[config.mk]
export PLATFORM = sky130hd
export DESIGN_NAME = img_win_buff
export DESIGN_NICKNAME = d
export VERILOG_FILES = /design/src/rtl/img_win_buff.sv
export SDC_FILE = /design/constraint.sdc
export NUM_CORES = 1
export LEC_CHECK = 0
export ABC_AREA = 1
export CAP_MARGIN = 20
export CORE_UTILIZATION = 41
export CTS_CLUSTER_DIAMETER = 100
export DETAILED_ROUTE_END_ITERATION = 12
export DONT_BUFFER_PORTS = 1
export HOLD_SLACK_MARGIN = 0.15
export SYNTH_ARGS = -nofsm -noshare
export SYNTH_HDL_FRONTEND = slang
export SYNTH_SLANG_ARGS = --single-unit
[constraint.sdc]
create_clock -name clk -period 3 [get_ports clk]
set_clock_uncertainty 0.05 [all_clocks]
set_input_delay 0.6 -clock clk [delete_from_list [all_inputs] [get_ports clk]]
set_output_delay 0.6 -clock clk [all_outputs]
set_load 0.02 [all_outputs]
[src/rtl/img_win_buff.sv]
// img_win_buff: sliding-window pixel buffer with valid/ready handshakes, fill tracking and start-of-line restart; define IMG_WIN_BUFF_ZPAD_EN for zero-padded row edges.
module img_win_buff #(
  parameter int DATA_W = 24,
  parameter int TAPS = 3,
  localparam int CNT_W = $clog2(TAPS + 1)
) (
  input  logic                     clk,
  input  logic                     rst,
  input  logic [DATA_W-1:0]        image_in,
  input  logic                     in_valid,
  input  logic                     in_sol,
  output logic                     in_ready,
  output logic [DATA_W*TAPS-1:0]   image_out,
  output logic                     out_valid,
  input  logic                     out_ready,
  output logic [CNT_W-1:0]         fill_cnt
);
  logic [DATA_W-1:0] tap [TAPS];
  logic              acc;
  logic [CNT_W-1:0]  fill_nxt;
  assign in_ready = !out_valid || out_ready;
  assign acc      = in_valid && in_ready;
  assign fill_nxt = in_sol ? CNT_W'(1) : (fill_cnt == CNT_W'(TAPS) ? fill_cnt : fill_cnt + CNT_W'(1));
  // newest pixel lands in the MSBs
  for (genvar i = 0; i < TAPS; i++) begin : g_pack
    assign image_out[DATA_W*(TAPS-i)-1 -: DATA_W] = tap[i];
  end
  always_ff @(posedge clk or posedge rst) begin
    if (rst) begin
      for (int k = 0; k < TAPS; k++) tap[k] <= '0;
      fill_cnt  <= '0;
      out_valid <= 1'b0;
    end else if (acc) begin
      tap[0] <= image_in;
`ifdef IMG_WIN_BUFF_ZPAD_EN
      for (int k = 1; k < TAPS; k++) tap[k] <= in_sol ? '0 : tap[k-1];
      out_valid <= 1'b1;
`else
      for (int k = 1; k < TAPS; k++) tap[k] <= tap[k-1];
      out_valid <= fill_nxt == CNT_W'(TAPS);
`endif
      fill_cnt <= fill_nxt;
    end else if (out_ready) begin
      out_valid <= 1'b0;
    end
  end
endmodule

==> results.yml, run 1 <==
outcome:
  status: "complete, no violations"
sta:
  hold_viol: 0
  slew_headroom: 0.4701
  period_share: 0.6400
  setup_violations: 0
  rsz0062_at_grt: "no"
  period_needed_ps: 1920
  fin_tns_setup_ps: 0
  fmax_mhz: 520.9
  slew_violations: 0
  tightest_slew_ps: 793.6
synth:
  ys_warn_count: 0
  synth_mux_area_frac: 0
  synth_cells: 307
  synth_seq_area_share: 0.6591
  synthAdderAreaFrac: 0
  syn_area_um2: 2848
  synth_top_family_by_area: "simple AND/OR/NAND/NOR gates"
  synth-simple-area-share: 0.2175
  synth_seq_cells: 75
  synth-compound-area-share: 0.06107
  syn_nets: 336
  synthXorXnorAreaFrac: 0
  ys_types: 13
  syn_avg_cell_area_um2: 9.276
clock_tree:
  cts_made_buffers: 9
  clock-root-buffer: "clkbuf_8"
  cts_max_path_buffers: 2
  cts_tree: "yes"
  clk_latency_ps: 340
  cts.sinks: 75
  ctsResizeCount: 0
  clk_pin_slew_ps: 80
  htree_levels: 3
  hold_buffers: 0
  post_cts_buffers: 0
layout:
  mostFrequentLayoutCell: "nand2_1"
  final_nets: 335
  drive_gt1_frac: 0.07074
  final_cell_mix: "nand2_1 (158), dfrtp_1 (75), o21ai_0 (33)"
  area_growth_pct: 10.24
  fillers: 662
  diodes: 0
  design_area_um2: 3139
setup_path:
  required_ps: 3160
  crit_path_end_kind: "register"
  cp-start-kind: "register"
  worstPathMaxFanout: 44
  cp.arrival_ps: 2080
  critPathKind: "reg -> reg"
drt:
  firstDrtPassIters: 4
  dr_total_vias: 1909
  vias_per_cell: 4.882
  wirelength_mm: 5.756
  routedWlPerCell_um: 14.72
  antenna_left: 0
  drt_iter0_drc: 137
  drc_errors: 0
floorplan:
  die_y_um: 85.34
  die_x_um: 85.34
  coreArea_um2: 6756
  num_rows: 30
  num_io_pins: 105
  initial_core_util: 0.4215
  dieArea_um2: 7283
placement:
  numPortBuffers: 0
  place_area_um2: 2913
  gp_congestion: 0.7115
  post-dp-hpwl_mm: 3.726
global_route:
  grt_pass1_wl_mm: 9.211
  grt_pass1_vias: 1804
  overflow: 0
  antenna_found_initial: 0
  grt_max_degree: 49
  grt_usage: 0.1656
power_and_ir_drop:
  p_per_area_nw_per_um2: 872.0
  peakVddDrop_v: 0.0003458
  power_leakage_nw: 1.624
flow_run:
  maxCapViolCount: 0
worst_hold_path:
  hp-class: "in -> async"
[registers in the layout, summed over array words and instances (netlist names)]
signal and count:
out_valid 1, fill_cnt 2, image_out 72
[final cells by class]
type	count	area, um^2	share of cell area
Clock inverter	6	88.84	0.02830
Timing Repair Buffer	3	60.06	0.01913
Tap cell	80	100.1	0.03189
Sequential cell	75	1877	0.5978
Clock buffer	10	137.6	0.04384
Multi-Input combinational cell	197	800.8	0.2551
Inverter	20	75.07	0.02391
[report_power, final]
part,leakage (nW),internal [mW],switching (mW)
sequential,0.938,1.20,0.406
combinational,0.578,0.0963,0.176
clock,0.108,0.491,0.370
[worst max-delay path: stages (launching register included)]
cell and delay, ps:
dfrtp_1 550, nand2_1 290, nand2_2 490, buf_12 270
o21ai_0 110
[per-stage QoR]
step | hold slack, ps | setup slack (ps) | utilization | power, mW | instances
after detailed placement | 560.6 | 953.5 | 0.4311 | 1.906 | 375
final | 239.2 | 1080 | 0.4646 | 2.737 | 391
after global placement | 562.8 | 1025 | 0.4311 | 1.888 | 375
after global routing | 298.5 | 907.6 | 0.4646 | 2.882 | 391
after CTS | 259.8 | 1024 | 0.4646 | 2.773 | 391
after floorplan | 539.1 | 440.0 | - | 1.803 | 307
[logic make-up after synthesis]
logic type	count (synthesis)
and+or+nand+nor	163
DFF	75
buffers and inverters	35
AOI/OAI and AO/OA	34
[synth_stat cells]
cell	instances	area [um^2]
nand2_1	158	593.1
clkbuf_2	2	10.01
inv_1	20	75.07
a21oi_2	1	8.760
nand3_1	1	5.000
buf_2	8	40.04
dfrtp_1	75	1877
buf_6	4	45.04
buf_4	1	7.510
nand3b_1	1	7.510
nand2_2	1	6.260
o21ai_0	33	165.2
nor2_1	2	7.510
[final timing paths]
check                                          start                         to  slack, ps  cells after the start
min in group clk                         image_in[7]  image_out[55]$_DFFE_PP0P_        320                      2
setup / recovery               out_valid$_DFFE_PP0P_  image_out[15]$_DFFE_PP0P_       1080                      4
hold / removal                                   rst  image_out[19]$_DFFE_PP0P_        240                      1
max in group asynchronous                        rst    fill_cnt[1]$_DFFE_PP0P_       1980                      2
hold reg to reg            image_out[16]$_DFFE_PP0P_  image_out[16]$_DFFE_PP0P_        580                      2
setup reg to reg               out_valid$_DFFE_PP0P_  image_out[15]$_DFFE_PP0P_       1080                      4
[per-layer routing]
metal  vias up  share of wire  GRT usage
met3        11          0.095    0.07004
li1        929              -          -
met5         -              0          0
met2        74           0.46     0.2397
met1       895           0.43     0.2113
met4         0          0.019    0.08939
(Power assumes the default switching activity.)
==> inputs of run 2 (changes only) <==
==> constraint.sdc (replaced) <==
create_clock -name clk -period 1.66 [get_ports clk]
set_clock_uncertainty 0.05 [all_clocks]
set_input_delay 0.332 -clock clk [delete_from_list [all_inputs] [get_ports clk]]
set_output_delay 0.332 -clock clk [all_outputs]
set_load 0.02 [all_outputs]
==> results.yml, run 2 (synthesized netlist as in run 1, its figures left out) <==
global_route:
  grt_usage: 0.1709
  grt_pass1_wl_mm: 9.515
  grt_pass1_vias: 1982
  antenna_found_initial: 0
  overflow: 0
  grt_max_degree: 76
layout:
  largest_reg_flops: 72
  final_cell_mix: "nand2_1 (158), dfrtp_1 (75), o21ai_0 (33)"
  final_nets: 363
  diodes: 0
  stdcell_count: 419
  drive_gt1_frac: 0.05900
  mostFrequentLayoutCell: "nand2_1"
  area_growth_pct: 18.80
sta:
  rsz0062_at_grt: "no"
  slew_headroom: 0.7381
  hold_viol: 0
  period_needed_ps: 1503
  fin_tns_setup_ps: 0
  slew_violations: 0
  setup_violations: 0
  period_share: 0.9055
  setup_ws_ps: 156.9
  tightest_slew_ps: 392.9
  fmax_mhz: 665.3
drt:
  antenna_left: 0
  drt_iter0_drc: 108
  vias_per_cell: 4.819
  wirelength_mm: 5.862
  drc_errors: 0
  dr_total_vias: 2019
  routedWlPerCell_um: 13.99
  firstDrtPassIters: 5
floorplan:
  num_rows: 30
  initial_core_util: 0.4215
  num_io_pins: 105
  dieArea_um2: 7283
  coreArea_um2: 6756
  die_x_um: 85.34
  die_y_um: 85.34
clock_tree:
  cts_made_buffers: 9
  clk_pin_slew_ps: 70
  clk_latency_ps: 340
  cts_tree: "yes"
  htree_levels: 3
  cts_max_path_buffers: 2
  post_cts_buffers: 0
  cts.sinks: 75
  clock-root-buffer: "clkbuf_8"
power_and_ir_drop:
  power_leakage_nw: 1.726
  p_per_area_nw_per_um2: 1423
  peakVddDrop_v: 0.0005715
setup_path:
  cp-start-kind: "register"
  slowest_delay_ps: 530
  cp.arrival_ps: 1120
  crit_cells: 1
  r2r_cells: 5
  worstPathMaxFanout: 3
  crit_path_end_kind: "output port"
  cp_slowest_cell: "dfrtp_1"
  required_ps: 1280
  critPathKind: "reg -> out"
  crit_family: "flip-flops"
  path_cells: "nand2_1"
  cp_num_buf_inv: 0
placement:
  gp_congestion: 0.6938
  post-place-cells: 377
  post-dp-hpwl_mm: 3.492
  numPortBuffers: 0
  preCtsSetupSlack_ps: 120.7
outcome:
  status: "complete, no violations"
worst_hold_path:
  hp-class: "in -> reg"
  holdPathStages: 3
flow_run:
  maxCapViolCount: 0
run 2: power breakdown:
part	internal [mW]	switching (mW)
Clock	0.737	0.626
Combinational	0.222	0.331
Sequential	2.17	0.729
Total	3.13	1.69
run 2: cell type report:
| type | count | area [um^2] |
|---|---|---|
| Multi-Input combinational cell | 197 | 800.8 |
| Clock inverter | 2 | 35.03 |
| Clock buffer | 14 | 152.6 |
| Tap cell | 80 | 100.1 |
| Timing Repair Buffer | 31 | 339.1 |
| Inverter | 20 | 78.83 |
| Sequential cell | 75 | 1877 |
| Fill cell | 648 | 3373 |
run 2: routing by layer:
layer	vias up	global-route usage	wire, um
met2	75	0.2654	2703
met3	11	0.06031	416
met1	944	0.2087	2620
met5	-	0	0
met4	0	0.09545	122
li1	989	-	-
run 2: stage by stage:
stage               instance area, um^2  power, mW  hold slack (ps)  utilization
floorplan                          2851      3.260            391.6            -
global placement                   2932      3.416            298.2       0.4339
detailed placement                 2932      3.440            298.3       0.4339
CTS                                3379      4.871            166.2       0.5002
global route                       3383      5.070            205.4       0.5007
finish                             3383      4.813            181.3       0.5007
run 2: final timing paths:
path                                                from                         to  slack [ps]
worst min register to register  image_out[4]$_DFFE_PP0P_   image_out[4]$_DFFE_PP0P_         570
worst max-delay path               out_valid$_DFFE_PP0P_                   in_ready         160
worst min-delay path                              in_sol    fill_cnt[0]$_DFFE_PP0P_         180
min in group asynchronous                            rst  image_out[53]$_DFFE_PP0P_         520
worst max register to register     out_valid$_DFFE_PP0P_  image_out[18]$_DFFE_PP0P_         180
max in group asynchronous                            rst  image_out[47]$_DFFE_PP0P_         720
run 2: worst register-to-register path, delay by kind of cell, from the launching register on:
family | cells | cell delay [ps]
buffers and inverters | 1 | 240
flip-flops | 1 | 530
AND/OR/NAND/NOR | 4 | 610
run 2: repair_timing:
item,4_1_cts,5_1_grt
hold buffers,26,0
gates resized for setup,0,1
endpoints found under the setup margin,0,1
endpoints found under the hold margin,100,0
==> inputs of run 3 (changes only) <==
--- a/config.mk
+++ b/config.mk
@@ -7,11 +7,11 @@
 export LEC_CHECK = 0
 export ABC_AREA = 1
 export CAP_MARGIN = 20
-export CORE_UTILIZATION = 41
+export CORE_UTILIZATION = 40
 export CTS_CLUSTER_DIAMETER = 100
 export DETAILED_ROUTE_END_ITERATION = 12
-export DONT_BUFFER_PORTS = 1
 export HOLD_SLACK_MARGIN = 0.15
+export PLACE_DENSITY = 0.76
 export SYNTH_ARGS = -nofsm -noshare
 export SYNTH_HDL_FRONTEND = slang
 export SYNTH_SLANG_ARGS = --single-unit
==> results.yml, run 3 (synthesized netlist as in run 1, its figures left out) <==
outcome:
  status: "complete, no violations"
sta:
  rsz0062_at_grt: "no"
  slew_violations: 0
  hold_ws_ps: 385.2
  period_share: 0.9027
  setup_violations: 0
  slew_headroom: 0.8281
  tightest_slew_ps: 258.9
  fin_tns_setup_ps: 0
  hold_viol: 0
  fmax_mhz: 667.3
  period_needed_ps: 1498
  setup_ws_ps: 161.5
layout:
  final_nets: 446
  drive_gt1_frac: 0.06413
  utilization: 0.6044
  final_cell_mix: "nand2_1 (158), dfrtp_1 (75), dlygate4sd2_1 (75)"
  mostFrequentLayoutCell: "nand2_1"
  largest_reg_flops: 72
  area_growth_pct: 44.99
  fillers: 648
  diodes: 0
setup_path:
  required_ps: 1280
  worstPathMaxFanout: 2
  cp.arrival_ps: 1120
  critPathKind: "in -> out"
  crit_path_end_kind: "output port"
  cp-start-kind: "input pin"
floorplan:
  dieArea_um2: 7461
  die_y_um: 86.38
  coreArea_um2: 6832
  die_x_um: 86.38
  num_io_pins: 105
  num_rows: 30
  initial_core_util: 0.4168
global_route:
  grt_pass1_vias: 2281
  grt_usage: 0.1855
  antenna_found_initial: 0
  overflow: 0
  grt_pass1_wl_mm: 10.61
  grt_max_degree: 48
power_and_ir_drop:
  peakVddDrop_v: 0.0005174
  clock_power_share: 0.231
  combPwrFrac: 0.299
  power_leakage_nw: 2.229
  intPower_mw: 3.328
  switching_power_mw: 1.752
  p_per_area_nw_per_um2: 1230
  switching_share: 0.3449
  seq_power_share: 0.470
  power.total_mw: 5.080
drt:
  drc_errors: 0
  wirelength_mm: 6.492
  drt_iter0_drc: 121
  routedWlPerCell_um: 12.56
  antenna_left: 0
  firstDrtPassIters: 4
  vias_per_cell: 4.505
  dr_total_vias: 2329
clock_tree:
  clock-root-buffer: "clkbuf_8"
  htree_levels: 3
  clk_pin_slew_ps: 70
  cts_made_buffers: 9
  hold_buffers: 0
  cts.sinks: 75
  clk_latency_ps: 330
  cts_max_path_buffers: 2
  cts_tree: "yes"
placement:
  post-dp-hpwl_mm: 4.489
  numPortBuffers: 104
  preCtsSetupSlack_ps: -262.8
  gp_congestion: 0.7540
flow_run:
  maxCapViolCount: 0
worst_hold_path:
  hp-class: "in -> async"
-- run 3: changes by cell type in the layout (fill, tap and decap cells not counted), sizes merged --
cell           delta
buf               +5
bufinv            -1
clkbuf            -1
clkdlybuf4s50    +28
clkinv            +2
dlygate4sd2      +75
dlygate4sd3      -26
-- run 3: cell type report --
type	count	area, um^2	share of cell area
tap	96	120.1	0.02909
multi-input combinational	197	800.8	0.1939
timing repair buffer	114	1092	0.2645
clock inverter	3	15.01	0.003636
sequential	75	1877	0.4545
inverter	20	78.83	0.01909
clock buffer	12	145.1	0.03515
-- run 3: stage by stage --
step	instance area (um^2)	instances
floorplan	2851	307
global placement	4068	502
detailed placement	4068	502
CTS	4133	517
global route	4129	517
finish	4129	517
-- run 3: what timing repair did --
item,in CTS,in global routing
gates cloned,0,0
hold endpoints to repair,0,0
gates resized for setup,76,2
setup buffers,0,0
endpoints found under the setup margin,76,1
-- run 3: worst max-delay path, stage by stage --
cell	delay (ps)
clkdlybuf4s50_1	470
inv_1	60
nand2_1	80
clkbuf_2	170
-- run 3: power by group through the flow --
stage | Combinational [mW] | Clock [mW] | Sequential, mW
global placement | 1.75 | 0 | 2.42
detailed placement | 1.78 | 0 | 2.43
floorplan | 0.421 | 0 | 2.84
finish | 1.52 | 1.17 | 2.39
global route | 1.65 | 1.30 | 2.43
CTS | 1.54 | 1.21 | 2.39
-- run 3: metal layers --
metal  up-vias  part of all wire  global-route usage
met3        12             0.047             0.03619
met1      1085              0.45              0.2371
met4         0             0.020             0.09545
met2        74              0.49              0.3016
li1       1158                 -                   -
met5         -                 0                   0
-- run 3: path summary, 6_finish.rpt --
path,startpoint,end,slack [ps],depth (start not counted)
max in group asynchronous,rst,image_out[10]$_DFFE_PP0P_,980,3
worst min-delay path,rst,image_out[51]$_DFFE_PP0P_,390,3
worst max-delay path,out_ready,in_ready,160,4
min in group clk,image_out[16]$_DFFE_PP0P_,image_out[16]$_DFFE_PP0P_,430,2
worst max register to register,out_valid$_DFFE_PP0P_,image_out[64]$_DFFE_PP0P_,360,6
worst min register to register,image_out[16]$_DFFE_PP0P_,image_out[16]$_DFFE_PP0P_,430,2
